[config.mk]
export PLATFORM = sky130hd
export DESIGN_NAME = mem_access_unit_flat
export DESIGN_NICKNAME = d
export VERILOG_FILES = /design/src/rtl/mem_access_unit_if.sv /design/src/rtl/mem_access_unit.sv /design/src/flat_wrapper.sv
export SDC_FILE = /design/constraint.sdc
export NUM_CORES = 1
export LEC_CHECK = 0
export CAP_MARGIN = 20
export CORE_ASPECT_RATIO = 1.75
export CORE_UTILIZATION = 46
export CTS_CLUSTER_SIZE = 8
export DETAILED_ROUTE_END_ITERATION = 8
export GPL_ROUTABILITY_DRIVEN = 0
export PLACE_DENSITY_LB_ADDON = 0.05
export SKIP_CTS_REPAIR_TIMING = 1
export SLEW_MARGIN = 0
export SYNTH_ARGS = -nofsm -noshare
export SYNTH_HDL_FRONTEND = slang
export SYNTH_SLANG_ARGS = --single-unit
[constraint.sdc]
create_clock -name clk -period 2.7 [get_ports clk]
set_clock_uncertainty 0.15 [all_clocks]
set_input_delay 0.54 -clock clk [delete_from_list [all_inputs] [get_ports clk]]
set_output_delay 0.54 -clock clk [all_outputs]
set_load 0.02 [all_outputs]
[src/rtl/mem_access_unit_if.sv]
// Bundle for mem_access_unit: the core-side request/response handshake, the cache-side
// request bus and the statistics counters. clk and rst_n stay outside the bundle.
//   slave  : view taken by mem_access_unit.
//   master : view taken by the environment (core + cache).
interface mem_access_unit_if #(
  parameter int unsigned ADDR_WIDTH = 32,
  parameter int unsigned DATA_WIDTH = 32,
  parameter int unsigned CNT_WIDTH  = 16
);
  // Core side
  logic                    req_valid;
  logic                    req_ready;
  logic                    req_we;
  logic [2:0]              addr_mode;
  logic [ADDR_WIDTH-1:0]   addr;
  logic [DATA_WIDTH-1:0]   write_data;
  logic                    rsp_valid;
  logic                    rsp_fault;
  logic [DATA_WIDTH-1:0]   out;
  // Cache side
  logic                    mem_req;
  logic                    mem_we;
  logic [DATA_WIDTH/8-1:0] mem_be;
  logic [ADDR_WIDTH-1:0]   mem_addr;
  logic [DATA_WIDTH-1:0]   mem_wdata;
  logic                    mem_hit;
  logic [DATA_WIDTH-1:0]   mem_rdata;
  // Statistics
  logic [CNT_WIDTH-1:0]    hit_count;
  logic [CNT_WIDTH-1:0]    miss_count;

  modport slave (
    input  req_valid, req_we, addr_mode, addr, write_data, mem_hit, mem_rdata,
    output req_ready, rsp_valid, rsp_fault, out, mem_req, mem_we, mem_be, mem_addr,
           mem_wdata, hit_count, miss_count
  );

  modport master (
    output req_valid, req_we, addr_mode, addr, write_data, mem_hit, mem_rdata,
    input  req_ready, rsp_valid, rsp_fault, out, mem_req, mem_we, mem_be, mem_addr,
           mem_wdata, hit_count, miss_count
  );
endinterface

[src/rtl/mem_access_unit.sv]
// Load/store front end between the core memory stage and the data cache.
// Accepts one access at a time, checks natural alignment, lane-positions store data and
// byte enables, holds the cache request through miss cycles, formats load data and keeps
// saturating hit/miss counters.
// Ports:
//   clk    : system clock, rising edge
//   rst_n  : asynchronous active-low reset
//   bus    : mem_access_unit_if.slave (core request/response, cache bus, counters)
module mem_access_unit #(
  parameter int unsigned ADDR_WIDTH = 32,
  parameter int unsigned DATA_WIDTH = 32,  // 32 or 64
  parameter int unsigned CNT_WIDTH  = 16
) (
  input  logic                  clk,
  input  logic                  rst_n,
  mem_access_unit_if.slave      bus
);

  localparam int unsigned NumBytes = DATA_WIDTH / 8;
  localparam int unsigned OffW     = $clog2(NumBytes);
  localparam bit          Wide     = (DATA_WIDTH == 64);

  typedef enum logic [1:0] {StIdle, StAccess, StMiss, StResp} state_e;

  state_e                state_q, state_d;
  logic [ADDR_WIDTH-1:0] addr_q, addr_d;
  logic [2:0]            mode_q, mode_d;
  logic                  we_q, we_d;
  logic [DATA_WIDTH-1:0] wdata_q, wdata_d;
  logic [DATA_WIDTH-1:0] out_q, out_d;
  logic                  fault_q, fault_d;
  logic [CNT_WIDTH-1:0]  hit_q, hit_d;
  logic [CNT_WIDTH-1:0]  miss_q, miss_d;

  logic [OffW-1:0]       off_q;
  logic                  mem_req;
  logic [7:0]            be_full;
  logic [NumBytes-1:0]   be_base;
  logic [DATA_WIDTH-1:0] lane;
  logic [DATA_WIDTH-1:0] load_fmt;

  function automatic logic is_legal(logic [2:0] mode, logic we, logic [OffW-1:0] off);
    logic ok;
    case (mode)
      3'b000:  ok = 1'b1;
      3'b001:  ok = !off[0];
      3'b010:  ok = (off[1:0] == 2'b00);
      3'b011:  ok = Wide && (off == '0);
      3'b100:  ok = !we;
      3'b101:  ok = !we && !off[0];
      3'b110:  ok = Wide && !we && (off[1:0] == 2'b00);
      default: ok = 1'b0;
    endcase
    return ok;
  endfunction

  function automatic logic [CNT_WIDTH-1:0] sat_inc(logic [CNT_WIDTH-1:0] cnt);
    return (cnt == '1) ? cnt : cnt + 1'b1;
  endfunction

  assign off_q = addr_q[OffW-1:0];

  // Byte-enable pattern before lane shifting; bits above NumBytes are dropped on 32-bit paths.
  always_comb begin
    be_full = 8'h01;
    unique case (mode_q[1:0])
      2'b00: be_full = 8'h01;
      2'b01: be_full = 8'h03;
      2'b10: be_full = 8'h0F;
      2'b11: be_full = 8'hFF;
    endcase
    be_base = be_full[NumBytes-1:0];
  end

  assign lane = bus.mem_rdata >> {off_q, 3'b000};

  always_comb begin
    load_fmt = lane;
    case (mode_q)
      3'b000:  load_fmt = DATA_WIDTH'($signed(lane[7:0]));
      3'b001:  load_fmt = DATA_WIDTH'($signed(lane[15:0]));
      3'b010:  load_fmt = DATA_WIDTH'($signed(lane[31:0]));
      3'b100:  load_fmt = DATA_WIDTH'(lane[7:0]);
      3'b101:  load_fmt = DATA_WIDTH'(lane[15:0]);
      3'b110:  load_fmt = DATA_WIDTH'(lane[31:0]);
      default: load_fmt = lane;
    endcase
  end

  always_comb begin
    state_d = state_q;
    addr_d  = addr_q;
    mode_d  = mode_q;
    we_d    = we_q;
    wdata_d = wdata_q;
    out_d   = out_q;
    fault_d = fault_q;
    hit_d   = hit_q;
    miss_d  = miss_q;
    case (state_q)
      StIdle: begin
        if (bus.req_valid) begin
          addr_d  = bus.addr;
          mode_d  = bus.addr_mode;
          we_d    = bus.req_we;
          wdata_d = bus.write_data;
          if (is_legal(bus.addr_mode, bus.req_we, bus.addr[OffW-1:0])) begin
            fault_d = 1'b0;
            state_d = StAccess;
          end else begin
            // Faults skip the cache entirely and respond next cycle.
            fault_d = 1'b1;
            out_d   = '0;
            state_d = StResp;
          end
        end
      end
      StAccess: begin
        if (bus.mem_hit) begin
          out_d   = we_q ? '0 : load_fmt;
          hit_d   = sat_inc(hit_q);
          state_d = StResp;
        end else begin
          miss_d  = sat_inc(miss_q);
          state_d = StMiss;
        end
      end
      StMiss: begin
        if (bus.mem_hit) begin
          out_d   = we_q ? '0 : load_fmt;
          state_d = StResp;
        end
      end
      StResp:  state_d = StIdle;
      default: state_d = StIdle;
    endcase
  end

  always_ff @(posedge clk or negedge rst_n) begin
    if (!rst_n) begin
      state_q <= StIdle;
      addr_q  <= '0;
      mode_q  <= '0;
      we_q    <= 1'b0;
      wdata_q <= '0;
      out_q   <= '0;
      fault_q <= 1'b0;
      hit_q   <= '0;
      miss_q  <= '0;
    end else begin
      state_q <= state_d;
      addr_q  <= addr_d;
      mode_q  <= mode_d;
      we_q    <= we_d;
      wdata_q <= wdata_d;
      out_q   <= out_d;
      fault_q <= fault_d;
      hit_q   <= hit_d;
      miss_q  <= miss_d;
    end
  end

  // Cache bus is decoded straight from the state register so reset drops it at once.
  assign mem_req        = (state_q == StAccess) || (state_q == StMiss);
  assign bus.mem_req    = mem_req;
  assign bus.mem_we     = mem_req & we_q;
  assign bus.mem_be     = mem_req ? (be_base << off_q) : '0;
  assign bus.mem_addr   = {addr_q[ADDR_WIDTH-1:OffW], {OffW{1'b0}}};
  assign bus.mem_wdata  = mem_req ? (wdata_q << {off_q, 3'b000}) : '0;

  assign bus.req_ready  = (state_q == StIdle);
  assign bus.rsp_valid  = (state_q == StResp);
  assign bus.rsp_fault  = (state_q == StResp) & fault_q;
  assign bus.out        = out_q;
  assign bus.hit_count  = hit_q;
  assign bus.miss_count = miss_q;

endmodule

[src/flat_wrapper.sv]
// flat-port wrapper written by rule: the top's interface ports become plain ports
module mem_access_unit_flat 
#(
  parameter int unsigned ADDR_WIDTH = 32,
  parameter int unsigned DATA_WIDTH = 32,             
  parameter int unsigned CNT_WIDTH  = 16
)
  (clk, rst_n, bus_req_valid, bus_req_we, bus_addr_mode, bus_addr, bus_write_data, bus_mem_hit, bus_mem_rdata, bus_req_ready, bus_rsp_valid, bus_rsp_fault, bus_out, bus_mem_req, bus_mem_we, bus_mem_be, bus_mem_addr, bus_mem_wdata, bus_hit_count, bus_miss_count);
  mem_access_unit_if #(.ADDR_WIDTH(ADDR_WIDTH), .DATA_WIDTH(DATA_WIDTH), .CNT_WIDTH(CNT_WIDTH)) bus_i ();
  input  logic clk;
  input  logic rst_n;
  input wire logic [$bits(bus_i.req_valid)-1:0] bus_req_valid;
  input wire logic [$bits(bus_i.req_we)-1:0] bus_req_we;
  input wire logic [$bits(bus_i.addr_mode)-1:0] bus_addr_mode;
  input wire logic [$bits(bus_i.addr)-1:0] bus_addr;
  input wire logic [$bits(bus_i.write_data)-1:0] bus_write_data;
  input wire logic [$bits(bus_i.mem_hit)-1:0] bus_mem_hit;
  input wire logic [$bits(bus_i.mem_rdata)-1:0] bus_mem_rdata;
  output wire logic [$bits(bus_i.req_ready)-1:0] bus_req_ready;
  output wire logic [$bits(bus_i.rsp_valid)-1:0] bus_rsp_valid;
  output wire logic [$bits(bus_i.rsp_fault)-1:0] bus_rsp_fault;
  output wire logic [$bits(bus_i.out)-1:0] bus_out;
  output wire logic [$bits(bus_i.mem_req)-1:0] bus_mem_req;
  output wire logic [$bits(bus_i.mem_we)-1:0] bus_mem_we;
  output wire logic [$bits(bus_i.mem_be)-1:0] bus_mem_be;
  output wire logic [$bits(bus_i.mem_addr)-1:0] bus_mem_addr;
  output wire logic [$bits(bus_i.mem_wdata)-1:0] bus_mem_wdata;
  output wire logic [$bits(bus_i.hit_count)-1:0] bus_hit_count;
  output wire logic [$bits(bus_i.miss_count)-1:0] bus_miss_count;
  assign bus_i.req_valid = bus_req_valid;
  assign bus_i.req_we = bus_req_we;
  assign bus_i.addr_mode = bus_addr_mode;
  assign bus_i.addr = bus_addr;
  assign bus_i.write_data = bus_write_data;
  assign bus_i.mem_hit = bus_mem_hit;
  assign bus_i.mem_rdata = bus_mem_rdata;
  assign bus_req_ready = bus_i.req_ready;
  assign bus_rsp_valid = bus_i.rsp_valid;
  assign bus_rsp_fault = bus_i.rsp_fault;
  assign bus_out = bus_i.out;
  assign bus_mem_req = bus_i.mem_req;
  assign bus_mem_we = bus_i.mem_we;
  assign bus_mem_be = bus_i.mem_be;
  assign bus_mem_addr = bus_i.mem_addr;
  assign bus_mem_wdata = bus_i.mem_wdata;
  assign bus_hit_count = bus_i.hit_count;
  assign bus_miss_count = bus_i.miss_count;
  mem_access_unit #(.ADDR_WIDTH(ADDR_WIDTH), .DATA_WIDTH(DATA_WIDTH), .CNT_WIDTH(CNT_WIDTH)) u_core (.clk(clk), .rst_n(rst_n), .bus(bus_i));
endmodule
Word-level counts from Yosys, hierarchy flattened. Index checks and enable logic that the tools add are counted.

Bits of input ports: 104. Register bits after elaboration: 135. Output and inout port bits: 137.

Shift-type cells: 3. Bitwise logic cells: 5. Equality and inequality tests: 19. Multiplexer cells: 18. Reduce and logical (&&, ||, !) cells: 16. $add $sub $neg: 2.

Operator list (count): $mux 32 (5); $pmux 32 s4 (1); $pmux 32 s2 (1); $add 16x1->16 const B (2); $eq 16x16->1 const B (2); $shl 32x5->32 (1); $shr 32x5->32 (1); $pmux 4 s4 (1); $eq 3x3->1 const B (4); $eq 2x2->1 const B (4); $pmux 2 s4 (1); $eq 3x1->1 const B (2); $logic_not 2->1 (3); $logic_not 3->1 (2); $mux 2 (3); $ne 2x2->1 const B (3); $reduce_and 3->1 (2); $pmux 1 s5 (1); $eq 2x1->1 const B (2); $mux 1 (4); $mux 4 (1); $reduce_and 2->1 (2); $reduce_and 4->1 (1); $shl 4x2->4 (1); other kinds (9) (13).

Depth between registers and ports, before layout. Gate-level depths: netlist (run 1).

Depth after elaboration: 8. Gate-level depth with buffers: 7.

Worst setup path after synthesis (run 1). No wires, ideal clock.

Path type: register -> output. Start point: register u_core.state_q[0]. End point: output port bus_mem_wdata[0]. Arrival time: 1.955 ns. Stages on the path, launching flop included: 7. Slack: 0.055 ns. Cell sequence: dfrtp_1 inv_1 ha_1 nand2b_1 clkbuf_1 nor2_1 and2_1.

Word-level cells in the longest chain between the ends: 3. Elaborated cells between the ends (all ways): 4.

Ends and longest elaborated chain: from (decl) (line mem_access_unit.sv:25) `state_e state_q, state_d;`; from (signal assigned) (line mem_access_unit.sv:141) `state_q <= StIdle;`; from (signal assigned) (line mem_access_unit.sv:151) `state_q <= state_d;`; $eq 2x1->1 / $eq 2x2->1 (equally long branches) (line mem_access_unit.sv:164) `assign mem_req = (state_q == StAccess) || (state_q == StMiss);`; $logic_or 1x1->1 (*) (line mem_access_unit.sv:164); via bus_mem_req (line flat_wrapper.sv:23) `output wire logic [$bits(bus_i.mem_req)-1:0] bus_mem_req;`; $mux 32 (*) (line mem_access_unit.sv:169) `assign bus.mem_wdata = mem_req ? (wdata_q << {off_q, 3'b000}) : '0;`; to (decl) (line flat_wrapper.sv:27) `output wire logic [$bits(bus_i.mem_wdata)-1:0] bus_mem_wdata;`.

The timed path passes the listed nets; every way through them passes the cells marked *.

Worst setup path after layout (run 1).
Start point: register u_core.state_q[1]. End point: output port bus_mem_wdata[3].

Word-level cells in the longest chain between the ends: 3. Elaborated cells between the ends (all ways): 4.

Ends and longest elaborated chain (line): $eq 2x1->1 / $eq 2x2->1 (equally long branches) (mem_access_unit.sv:164); $logic_or 1x1->1 (*) (mem_access_unit.sv:164); $mux 32 (*) (mem_access_unit.sv:169).

Mark *: on every way between the ends. The rest lies on a longest branch, timed or not.

==> results of run 1 <==
per-layer routing:
layer,global-route usage,wire length [um],vias to the layer above
li1,-,-,2645
met1,0.278,7190,2827
met2,0.457,10800,198
met3,0.0709,1200,32
met4,0.104,535,0
met5,0,0,-
area by class of cell:
cell class / count / area [um2] / area share
flip-flops and latches: 135 / 3380 / 0.330
multi-input cells: 408 / 3220 / 0.314
repair buffers: 268 / 2790 / 0.272
clock buffers: 19 / 443 / 0.0432
well taps: 183 / 229 / 0.0223
clock inverters: 13 / 170 / 0.0166
inverters: 7 / 26.3 / 0.00256
power by group through the flow:
stage	logic, mW	registers (mW)	clock network [mW]
global route	7.35	3.44	2.52
CTS	6.85	3.35	2.43
global placement	6.72	3.35	0
floorplan	4.16	3.39	0
detailed placement	6.81	3.38	0
finish	6.85	3.36	2.38
cells in the mapped netlist (3+ instances only):
cell type and count:
dfrtp_1 135, mux2_2 81, nand2_1 55, buf_4 32, mux2i_1 32, o21ai_0 26, a32o_1 23, xor2_1 23
clkbuf_1 21, nor2_1 19, and2_1 18, buf_1 10, a22o_1 9, nand3_1 9, nor2b_1 9, a211oi_1 8
o211a_1 8, a211o_1 7, a2bb2oi_1 7, inv_1 7, nor3_1 7, a21oi_1 6, ha_1 6, and3_1 5
buf_2 4, nand2b_1 4, nand4_1 4, nor4b_1 4, a31oi_1 3, nor3b_1 3, nor4_1 3, o21a_1 3
logic make-up after synthesis:
logic type	share of synthesized area
AOI/OAI and AO/OA	0.124
xor gates and xnor gates	0.0301
DFF	0.484
other	0.000537
muxes	0.180
and+or+nand+nor	0.110
adders and majority gates	0.0107
buffers and inverters	0.0609
through the flow:
step	setup WS (ns)	TNS (ns)	instance area, um2
finish	0.117	0	10300
global route	0.000902	0	10300
CTS	-0.411	-9.86	10100
detailed placement	0.0341	0	9480
global placement	0.105	0	9480
floorplan	0.0548	0	6990
sequential cells by signal (all words and copies together), names as in the netlist:
| register | count |
|---|---|
| u_core.addr_q | 32 |
| u_core.bus.hit_count | 16 |
| u_core.bus.miss_count | 16 |
| u_core.bus.out | 32 |
| u_core.fault_q | 1 |
| u_core.mode_q | 3 |
| u_core.state_q | 2 |
| u_core.wdata_q | 32 |
| u_core.we_q | 1 |
critical path: stages (launching register included):
cell and delay, ns:
dfrtp_1 0.38, inv_1 0.09, ha_4 0.29, nand2b_1 0.09, nor2_1 0.10, buf_4 0.18, and2_1 0.14, dlymetal6s2s_1 0.22
final timing paths:
path,from,endpoint,depth (start not counted),slack [ns]
min in group asynchronous,rst_n,u_core.bus.out[26]$_DFFE_PN0P_,2,0.49
worst min-delay path,u_core.fault_q$_DFFE_PN0P_,u_core.fault_q$_DFFE_PN0P_,1,0.32
worst min register to register,u_core.fault_q$_DFFE_PN0P_,u_core.fault_q$_DFFE_PN0P_,1,0.32
worst max register to register,u_core.state_q[1]$_DFFE_PN0P_,u_core.bus.hit_count[9]$_DFFE_PN0P_,6,0.46
worst max-delay path,u_core.state_q[1]$_DFFE_PN0P_,bus_mem_wdata[3],7,0.12
max in group asynchronous,rst_n,u_core.addr_q[18]$_DFFE_PN0P_,3,1.27
==> run summary, run 1 <==
TritonCTS built the clock tree. Count of unique library cells instantiated by Yosys: 52. The number of standard-cell rows in the floorplan is 59. The share of the synthesized area in the top cell type is 0.484, and the via count of the first global-routing pass is 5,908.

The layout has 1,162 filler cells. In this run the worst hold path is classified as reg -> reg. The logs give 947 for the number of nets at the end of the flow and 0.189 for the share of power burned in the clock network.

During placement, the flow inserted port buffers numbering 238. Synthesis produced a netlist whose cell count is 618. By area the synthesized netlist is led by dfrtp_1 (48%), mux2_2 (13%), mux2i_1 (4.6%). After legalization and detailed placement, the total HPWL measured 14.3 mm. The number of pins with negative max-slew slack in the final report was 0; the data arrival time of the critical path was 1.89 ns.

The largest net degree at the start of global routing is 50. The run gives 0.446 as the worst max-slew margin expressed relative to the limit. The proportion of synthesized chip area in sequential cells was 0.484; the detailed-routing iteration count for the pre-antenna-repair pass was 5. After detailed routing, the number of vias per cell comes to 5.52.

The critical path is of the reg -> out type. Number of DRC markers after the initial detailed-route iteration: 226. The Yosys step of the flow raised 0 warnings. The chip width works out to 95.2 um. For this run, the top clock speed supported by timing is 0.387 GHz.

Global routing finished with a remaining overflow of 0. The number of antenna violations at the first check in global routing was 0; the core box area was 14,800 um2. The run gives 7.63 mW as the design internal power. The clock-pin slew of the registers on the worst-case setup and hold paths was 0.06 ns.

The floorplan step set the die height to 165 um. Dividing the detail-routed wire length by the instance count gives 19.1 um. The top cell types in the final layout, fill and taps aside, are clkdlybuf4s50_1 (199), dfrtp_1 (133), mux2_2 (81). Detailed routing inserted a total of 5,702 vias.

The kind of end point of the critical path was an output port. Signed area change from the synthesized netlist to the final layout: 46.8%. Counting the buffers created by CTS gives 17. A synthesized cell averages 11.3 um2. Setup repair after global routing left no endpoint under its margin. After detailed routing, the total wire length is 19.7 mm.

Slew at the pin with the worst max-slew slack: 0.825 ns. The synthesized design spends more area on one cell type than any other, namely dfrtp_1. The boundary pin count is 241.

The count of flip-flops with a built-in enable after synthesis is 0, and the total power divided by cell area is 1230 nW/um2. The number of sinks on the clock net was 135. The final antenna diode count was 0; the power consumption was 12.6 mW.

The analysis attributes to net switching a power of 4.96 mW. Count of max-cap constraint violations: 0. The post-synthesis async set-or-reset flop share was 1.00.

The tools report the kind of launch point of the worst setup path as a register. The maximum net fanout on the critical path was 9; the non-filler instance count after layout was 1,033. The total number of H-tree levels was 4; the total global-route track usage was 0.255.

The share of layout cells above drive strength 1 was 0.182; the share of total power in sequential cells was 0.267. The synthesized netlist occupies a cell area of 6990 um2. The final number of hold-violating endpoints was 0.

The tightest hold path in the finished design has a slack of 0.323 ns. The share of the clock period used by the worst path came out at 0.957. The count of nets left with antenna violations once routing finished came out at 0.

The cell leakage power came out at 5.03 nW. The first global-routing pass estimated 30.4 mm of wire. At the worst endpoint, the required time is 2.01 ns. VDD sags by at most 0.723 mV.

The cell count after placement came out at 996. For the initial core utilization, the log shows 0.471. The run finished with clean final reports. For the worst-skew pair, the clock arrives at the later sink with an insertion delay of 0.40 ns. Setup violations remaining at the end of the flow were counted as 0.

The detailed-route DRC error count was 0. After synthesis the netlist holds a flip-flop and latch count of 135. The final core area utilization is 0.691.

The final critical path time including I/O delays and setup came out at 2.58 ns. The most used flip-flop cell after synthesis is dfrtp_1. The switching portion of total power is 0.394.

For the die area, the log shows 15,700 um2. The run gives 2 as the maximum number of buffers from clock root to sink. Cell at the root of the clock tree: clkbuf_16. The most common cell after layout, fill and taps aside was clkdlybuf4s50_1. The run gives 0.544 as the share of power burned in combinational logic.
Note: power is estimated with default switching activity, not from simulation.
==> run 2, diff against run 1 <==
Settings changed: CORE_ASPECT_RATIO 1.75 to default.
==> run 2 against run 1 <==
Net effect: the run now ends with DRC left; worst hold slack gained 0.012 ns; via count grew 0.28%; utilization is 0.11 points higher; largest cell class unchanged.
==> run summary, run 2 (synthesis results as in run 1) <==
The run gives 946 (was 947) as the number of nets at the end of the flow. The final reports fail on DRC. The detailed-route wire length per cell was 18.6 um (was 19.1 um); the number of failing setup endpoints in the final timing report was 0 (unchanged).

Total number of H-tree levels: 4 (unchanged). The logs give 7 (was 5) for the detailed-routing iteration count for the pre-antenna-repair pass and 30.6 mm (was 30.4 mm) for the global-route wire length before repair. The die extent in y was 125 um (was 165 um); the total of buffers placed on input and output ports was 238 (unchanged).

The run gives 0 (unchanged) as the final number of hold-violating endpoints. The run gives 241 (unchanged) as the boundary pin count. The largest net degree at the start of global routing is 71 (was 50). The required arrival time at the worst endpoint came out at 2.01 ns (about the same). The signed area change from the synthesized netlist to the final layout was 45.7% (was 46.8%). For the cell count after placement, the log shows 998 (was 996). The tools report the cell at the root of the clock tree as clkbuf_16 (unchanged).

The path class of the lowest-slack min-delay path is reg -> reg (unchanged). The final critical path time including I/O delays and setup is 2.60 ns (was 2.58 ns). The logs give 4.92 nW (was 5.03 nW) for the cell leakage power and 0.534 (was 0.446) for the worst max-slew margin expressed relative to the limit.

The clock latency on the worst-skew pair came out at 0.41 ns (was 0.40 ns). The run gives 1,032 (was 1,033) as the non-filler instance count after layout. Worst-case vdd ir drop: 0.748 mV (was 0.723 mV). The most common cell after layout, fill and taps aside was clkdlybuf4s50_1 (unchanged). The maximum number of buffers from clock root to sink is 2 (unchanged). The tools report the kind of end point of the critical path as an output port (unchanged). For the number of pins with negative max-slew slack in the final report, the log shows 0 (unchanged). The count of max-cap constraint violations came out at 0 (unchanged).

The final core area utilization came out at 0.692 (was 0.691). The share of the clock period used by the worst path came out at 0.963 (was 0.957). The routed wire length is 19.2 mm (was 19.7 mm).

The total global-route track usage came out at 0.249 (was 0.255). The final antenna diode count is 0 (unchanged). The total power divided by cell area works out to 1220 nW/um2 (was 1230 nW/um2).

The logs give 14,700 um2 (was 14,800 um2) for the core box area and 5,878 (was 5,908) for the via count of the first global-routing pass. The clock-pin slew of the registers on the worst-case setup and hold paths came out at 0.06 ns (about the same). Kind of launch point of the worst setup path: a register (unchanged). The maximum net fanout on the critical path is 6 (was 9), and the initial core utilization is 0.475 (was 0.471). Number of DRC markers after the initial detailed-route iteration: 432 (was 226). The slew at the pin with the worst max-slew slack works out to 0.692 ns (was 0.825 ns). The chip width is 125 um (was 95.2 um), and the HPWL reported at the end of detailed placement is 13.6 mm (was 14.3 mm). The average via count per standard cell is 5.54 (was 5.52), and the number of sinks on the clock net is 135 (unchanged). The number of antenna violations at the first check in global routing is 0 (unchanged), and the data arrival time of the critical path is 1.91 ns (was 1.89 ns). For the via count of the routed design, the log shows 5,718 (was 5,702). Share of layout cells above drive strength 1: 0.185 (was 0.182). The detailed-route DRC error count was 15 (was 0). The class of the most critical setup path was reg -> out (unchanged).

The run gives 0.101 ns (was 0.117 ns) as the least setup slack across all paths after layout. The pre-CTS setup slack was 0.102 ns (was 0.0341 ns). The die area was 15,700 um2 (about the same).

TritonCTS built the clock tree. The flow ran to the end, but the final reports show violations. The logs give 0 (unchanged) for the number of nets still failing antenna checks after routing and 0 (unchanged) for the remaining global-route overflow. For the peak clock frequency supported by timing, the log shows 0.385 GHz (was 0.387 GHz).

Top library cells by usage in the layout, fill and taps aside: clkdlybuf4s50_1 (199), dfrtp_1 (133), mux2_2 (81) (unchanged). The run gives 0.39 ns (was 0.46 ns) as the slack of the worst reg-to-reg path. The number of buffers created by CTS was 17 (unchanged). The number of standard-cell rows in the floorplan is 44 (was 59), and the filler cell count is 1,114 (was 1,162).
## run 2: cell types whose count changed in the layout (fill, tap and decap cells not counted), moves of 2 or more
cell | before | now
clkinvlp_4 | 0 | 3
clkinv_4 | 5 | 3
clkbuf_2 | 2 | 8
inv_6 | 3 | 0
clkbuf_8 | 1 | 3
dlymetal6s2s_1 | 36 | 30
## run 2: worst paths after layout
kind                                                from                              endpoint  depth (start not counted)
setup / recovery           u_core.state_q[0]$_DFFE_PN0P_                         bus_req_ready                          3
hold / removal                u_core.fault_q$_DFFE_PN0P_            u_core.fault_q$_DFFE_PN0P_                          1
setup reg to reg            u_core.addr_q[0]$_DFFE_PN0P_        u_core.bus.out[29]$_DFFE_PN0P_                          5
hold reg to reg               u_core.fault_q$_DFFE_PN0P_            u_core.fault_q$_DFFE_PN0P_                          1
max in group asynchronous                          rst_n  u_core.bus.miss_count[4]$_DFFE_PN0P_                          3
min in group asynchronous                          rst_n         u_core.bus.out[3]$_DFFE_PN0P_                          2
## run 2: worst max-delay path: stages, from the launching register on
cell	delay (ns)
dfrtp_1	0.39
inv_1	0.10
ha_1	0.31
clkdlybuf4s50_1	0.71
## run 2: cell type report
cell class / instances / area [um2] / share of cell area
clock buffers: 20 / 467 / 0.0459
multi-input cells: 408 / 3200 / 0.314
clock inverters: 11 / 149 / 0.0146
well taps: 184 / 230 / 0.0226
inverters: 7 / 26.3 / 0.00258
repair buffers: 267 / 2730 / 0.268
flip-flops and latches: 135 / 3380 / 0.332
## run 2: layer usage
metal	up-vias	routed length [um]	GRT usage
li1	2641	-	-
met2	229	9390	0.420
met4	0	431	0.0954
met1	2817	7880	0.296
met5	-	0	0
met3	31	1490	0.0817
## run 2: through the flow
step / hold WS [ns] / power (mW) / area (um2) / TNS [ns]
after CTS: -0.145 / 12.6 / 10100 / -8.21
after global routing: 0.352 / 13.2 / 10200 / -0.00438
final: 0.335 / 12.5 / 10200 / 0
after floorplan: 0.0944 / 7.55 / 6990 / 0
after detailed placement: 0.299 / 10.1 / 9470 / 0
after global placement: 0.302 / 9.96 / 9470 / 0
## run 2: power breakdown
group / leakage [nW] / switching, mW / total [mW] / internal [mW]
sequential: 1.70 / 0.598 / 3.37 / 2.77
combinational: 2.93 / 3.44 / 6.70 / 3.27
clock: 0.294 / 0.867 / 2.39 / 1.52
==> run 3, diff against run 2 <==
Settings changed: SKIP_CTS_REPAIR_TIMING 1 to default.
==> run 3 against run 2 <==
Net effect: the flow still finishes with violations (DRC); register-to-register slack barely moved; via count decreased by 0.26%; final cell count is the same; clock power hardly changed; largest cell class unchanged.
==> run summary, run 3 (synthesis results as in run 1) <==
Path class of the lowest-slack min-delay path: reg -> reg (unchanged). Sequence of cells on the critical path: buf_6 -> mux2_2 -> o211a_1 -> dlygate4sd2_1 (was inv_1 -> ha_1 -> clkdlybuf4s50_1). The total of buffers placed on input and output ports came out at 238 (unchanged).

The run gives 1.95 ns (was 1.91 ns) as the data arrival time of the critical path. The number of nets at the end of the flow is 946 (unchanged), and the share of total power in sequential cells is 0.274 (was 0.270). The tools report the design internal power as 7.38 mW (was 7.56 mW). The tools report the final antenna diode count as 0 (unchanged). The average via count per standard cell was 5.53 (was 5.54); the required arrival time at the worst endpoint was 2.01 ns (about the same). The number of standard-cell rows in the floorplan is 44 (unchanged). Kind of end point of the critical path: an output port (unchanged).

The die extent in y is 125 um (unchanged), and the initial core utilization is 0.475 (unchanged). The remaining global-route overflow came out at 0 (unchanged). The total global-route track usage came out at 0.250 (was 0.249). The class of the most critical setup path was reg -> out (unchanged). The share of power burned in the clock network is 0.195 (was 0.192). The switching portion of total power came out at 0.399 (was 0.393). The cell count after placement was 998 (unchanged). The tools report the detailed-route wire length on metal 1 as 7.80 mm (was 7.88 mm). The filler cell count was 1,147 (was 1,114). Largest net degree at the start of global routing: 71 (unchanged). The run gives 464 (was 432) as the number of DRC markers after the initial detailed-route iteration.

TritonCTS built the clock tree. The tools report the HPWL reported at the end of detailed placement as 13.6 mm (unchanged). The tools report the via count of the routed design as 5,703 (was 5,718). The detailed-route DRC error count is 15 (unchanged). The run gives 0.671 mV (was 0.748 mV) as the worst-case vdd ir drop. The worst max-slew margin expressed relative to the limit was 0.534 (about the same); the die area was 15,700 um2 (unchanged).

The cell depth of the worst flop-to-flop path was 5 (unchanged); the number of sinks on the clock net was 135 (unchanged). The peak clock frequency supported by timing was 0.379 GHz (was 0.385 GHz); the worst hold slack was 0.337 ns (was 0.335 ns). The number of antenna violations at the first check in global routing was 0 (unchanged). The clock-pin slew of the registers on the worst-case setup and hold paths works out to 0.05 ns (was 0.06 ns). Kind of launch point of the worst setup path: a register (unchanged). The run gives 0.41 ns (about the same) as the clock latency on the worst-skew pair. The uppermost metal layer occupied by signal nets was met4 (unchanged). Final number of hold-violating endpoints: 0 (unchanged). The detailed-route wire length per cell was 18.6 um (about the same). Setup repair after global routing could not meet its margin everywhere. The cell leakage power was 4.57 nW (was 4.92 nW).

The slowest cell on the critical path is dfrtp_2 (was clkdlybuf4s50_1). The cell at the root of the clock tree is clkbuf_16 (unchanged). The run gives 0 (unchanged) as the count of max-cap constraint violations. Top library cells by usage in the layout, fill and taps aside: clkdlybuf4s50_1 (199), dfrtp_1 (133), mux2_2 (81) (unchanged). Number of failing setup endpoints in the final timing report: 0 (unchanged). The run finished, with violations left. The maximum net fanout on the critical path is 13 (was 6). The chip width was 125 um (unchanged); the detailed-routing iteration count for the pre-antenna-repair pass was 8 (was 7). Most common cell after layout, fill and taps aside: clkdlybuf4s50_1 (unchanged). The length of routed met2 wiring was 9.41 mm (was 9.39 mm); the number of stages on the worst hold path was 1 (unchanged). Slew at the pin with the worst max-slew slack: 0.693 ns (was 0.692 ns). The total power divided by cell area came out at 1220 nW/um2 (about the same). The run gives 2 (unchanged) as the maximum number of buffers from clock root to sink. Violated checks: DRC (unchanged). For the total number of H-tree levels, the log shows 4 (unchanged). Share of the clock period used by the worst path: 0.977 (was 0.963). For the core box area, the log shows 14,700 um2 (unchanged). The number of buffers created by CTS is 17 (unchanged). For the global-route wire length before repair, the log shows 30.7 mm (was 30.6 mm).

The switching power total is 4.90 mW (about the same). The final critical path time including I/O delays and setup is 2.64 ns (was 2.60 ns), and the number of nets still failing antenna checks after routing is 0 (unchanged). The routed length on met3 was 1.51 mm (was 1.49 mm); the share of layout cells above drive strength 1 was 0.186 (was 0.185). The share of power burned in combinational logic is 0.531 (was 0.538), and the boundary pin count is 241 (unchanged).

The number of pins with negative max-slew slack in the final report was 0 (unchanged). The non-filler instance count after layout came out at 1,032 (unchanged). The tools report the via count of the first global-routing pass as 5,896 (was 5,878).

For the routed wire length, the log shows 19.1 mm (was 19.2 mm). The signed area change from the synthesized netlist to the final layout is 44.0% (was 45.7%), and the longest individual stage delay on the worst path is 0.43 ns (was 0.71 ns).
## run 3: cell types whose count changed in the layout (fill, tap and decap cells not counted)
| cell | previous run | this run |
|---|---|---|
| buf_6 | 3 | 2 |
| dlygate4sd2_1 | 0 | 26 |
| clkdlybuf4s15_1 | 0 | 2 |
| buf_4 | 20 | 21 |
| dlymetal6s2s_1 | 30 | 1 |
| buf_2 | 0 | 2 |
| clkbuf_2 | 8 | 7 |
## run 3: worst paths after layout
check / slack (ns) / to / start
max: 0.06 / bus_mem_wdata[27] / u_core.addr_q[1]$_DFFE_PN0P_
min: 0.34 / u_core.fault_q$_DFFE_PN0P_ / u_core.fault_q$_DFFE_PN0P_
max reg2reg: 0.40 / u_core.bus.out[29]$_DFFE_PN0P_ / u_core.addr_q[0]$_DFFE_PN0P_
min reg2reg: 0.34 / u_core.fault_q$_DFFE_PN0P_ / u_core.fault_q$_DFFE_PN0P_
max in group asynchronous: 1.17 / u_core.bus.miss_count[4]$_DFFE_PN0P_ / rst_n
min in group asynchronous: 0.43 / u_core.bus.out[3]$_DFFE_PN0P_ / rst_n
## run 3: critical path: cells and delay by family (launching register included)
| kind | cells | cell delay, ns |
|---|---|---|
| buffers and inverters | 2 | 0.53 |
| DFF | 1 | 0.43 |
| muxes | 1 | 0.35 |
| AOI/OAI and AO/OA | 1 | 0.22 |
## run 3: power groups by stage
stage,registers (mW),clock network [mW],logic [mW]
final,3.37,2.39,6.52
after global routing,3.48,2.52,6.99
after CTS,3.36,2.42,6.52
after detailed placement,3.38,0,6.75
after global placement,3.33,0,6.63
after floorplan,3.39,0,4.16
## run 3: final cells by class
cell class	instances	area [um2]	area share
timing repair buffer	267	2610	0.260
inverter	7	26.3	0.00261
clock inverter	11	149	0.0148
multi-input combinational	408	3200	0.318
tap	184	230	0.0229
sequential	135	3380	0.336
clock buffer	20	467	0.0464
## run 3: layer usage
| metal | up-vias | global-route usage |
|---|---|---|
| met2 | 223 | 0.424 |
| met5 | - | 0 |
| met4 | 0 | 0.0954 |
| met3 | 29 | 0.0822 |
| li1 | 2642 | - |
| met1 | 2809 | 0.295 |
## run 3: metrics by stage
step | TNS (ns) | instance area (um2) | setup WS (ns) | utilization | power (mW)
2_1_floorplan | 0 | 6990 | 0.0548 | - | 7.55
3_3_place_gp | 0 | 9470 | 0.128 | 0.644 | 9.96
3_5_place_dp | 0 | 9470 | 0.102 | 0.644 | 10.1
4_1_cts | 0 | 10100 | 0.00554 | 0.685 | 12.3
5_1_grt | -0.00431 | 10100 | -0.00245 | 0.685 | 13.0
6_report | 0 | 10100 | 0.0626 | 0.685 | 12.3
## run 3: what timing repair did
item,CTS,global route
resized for setup,49,13
setup endpoints to repair,37,17
hold buffers,1,0
setup buffers,0,1
cloned,0,1
hold endpoints to repair,32,0
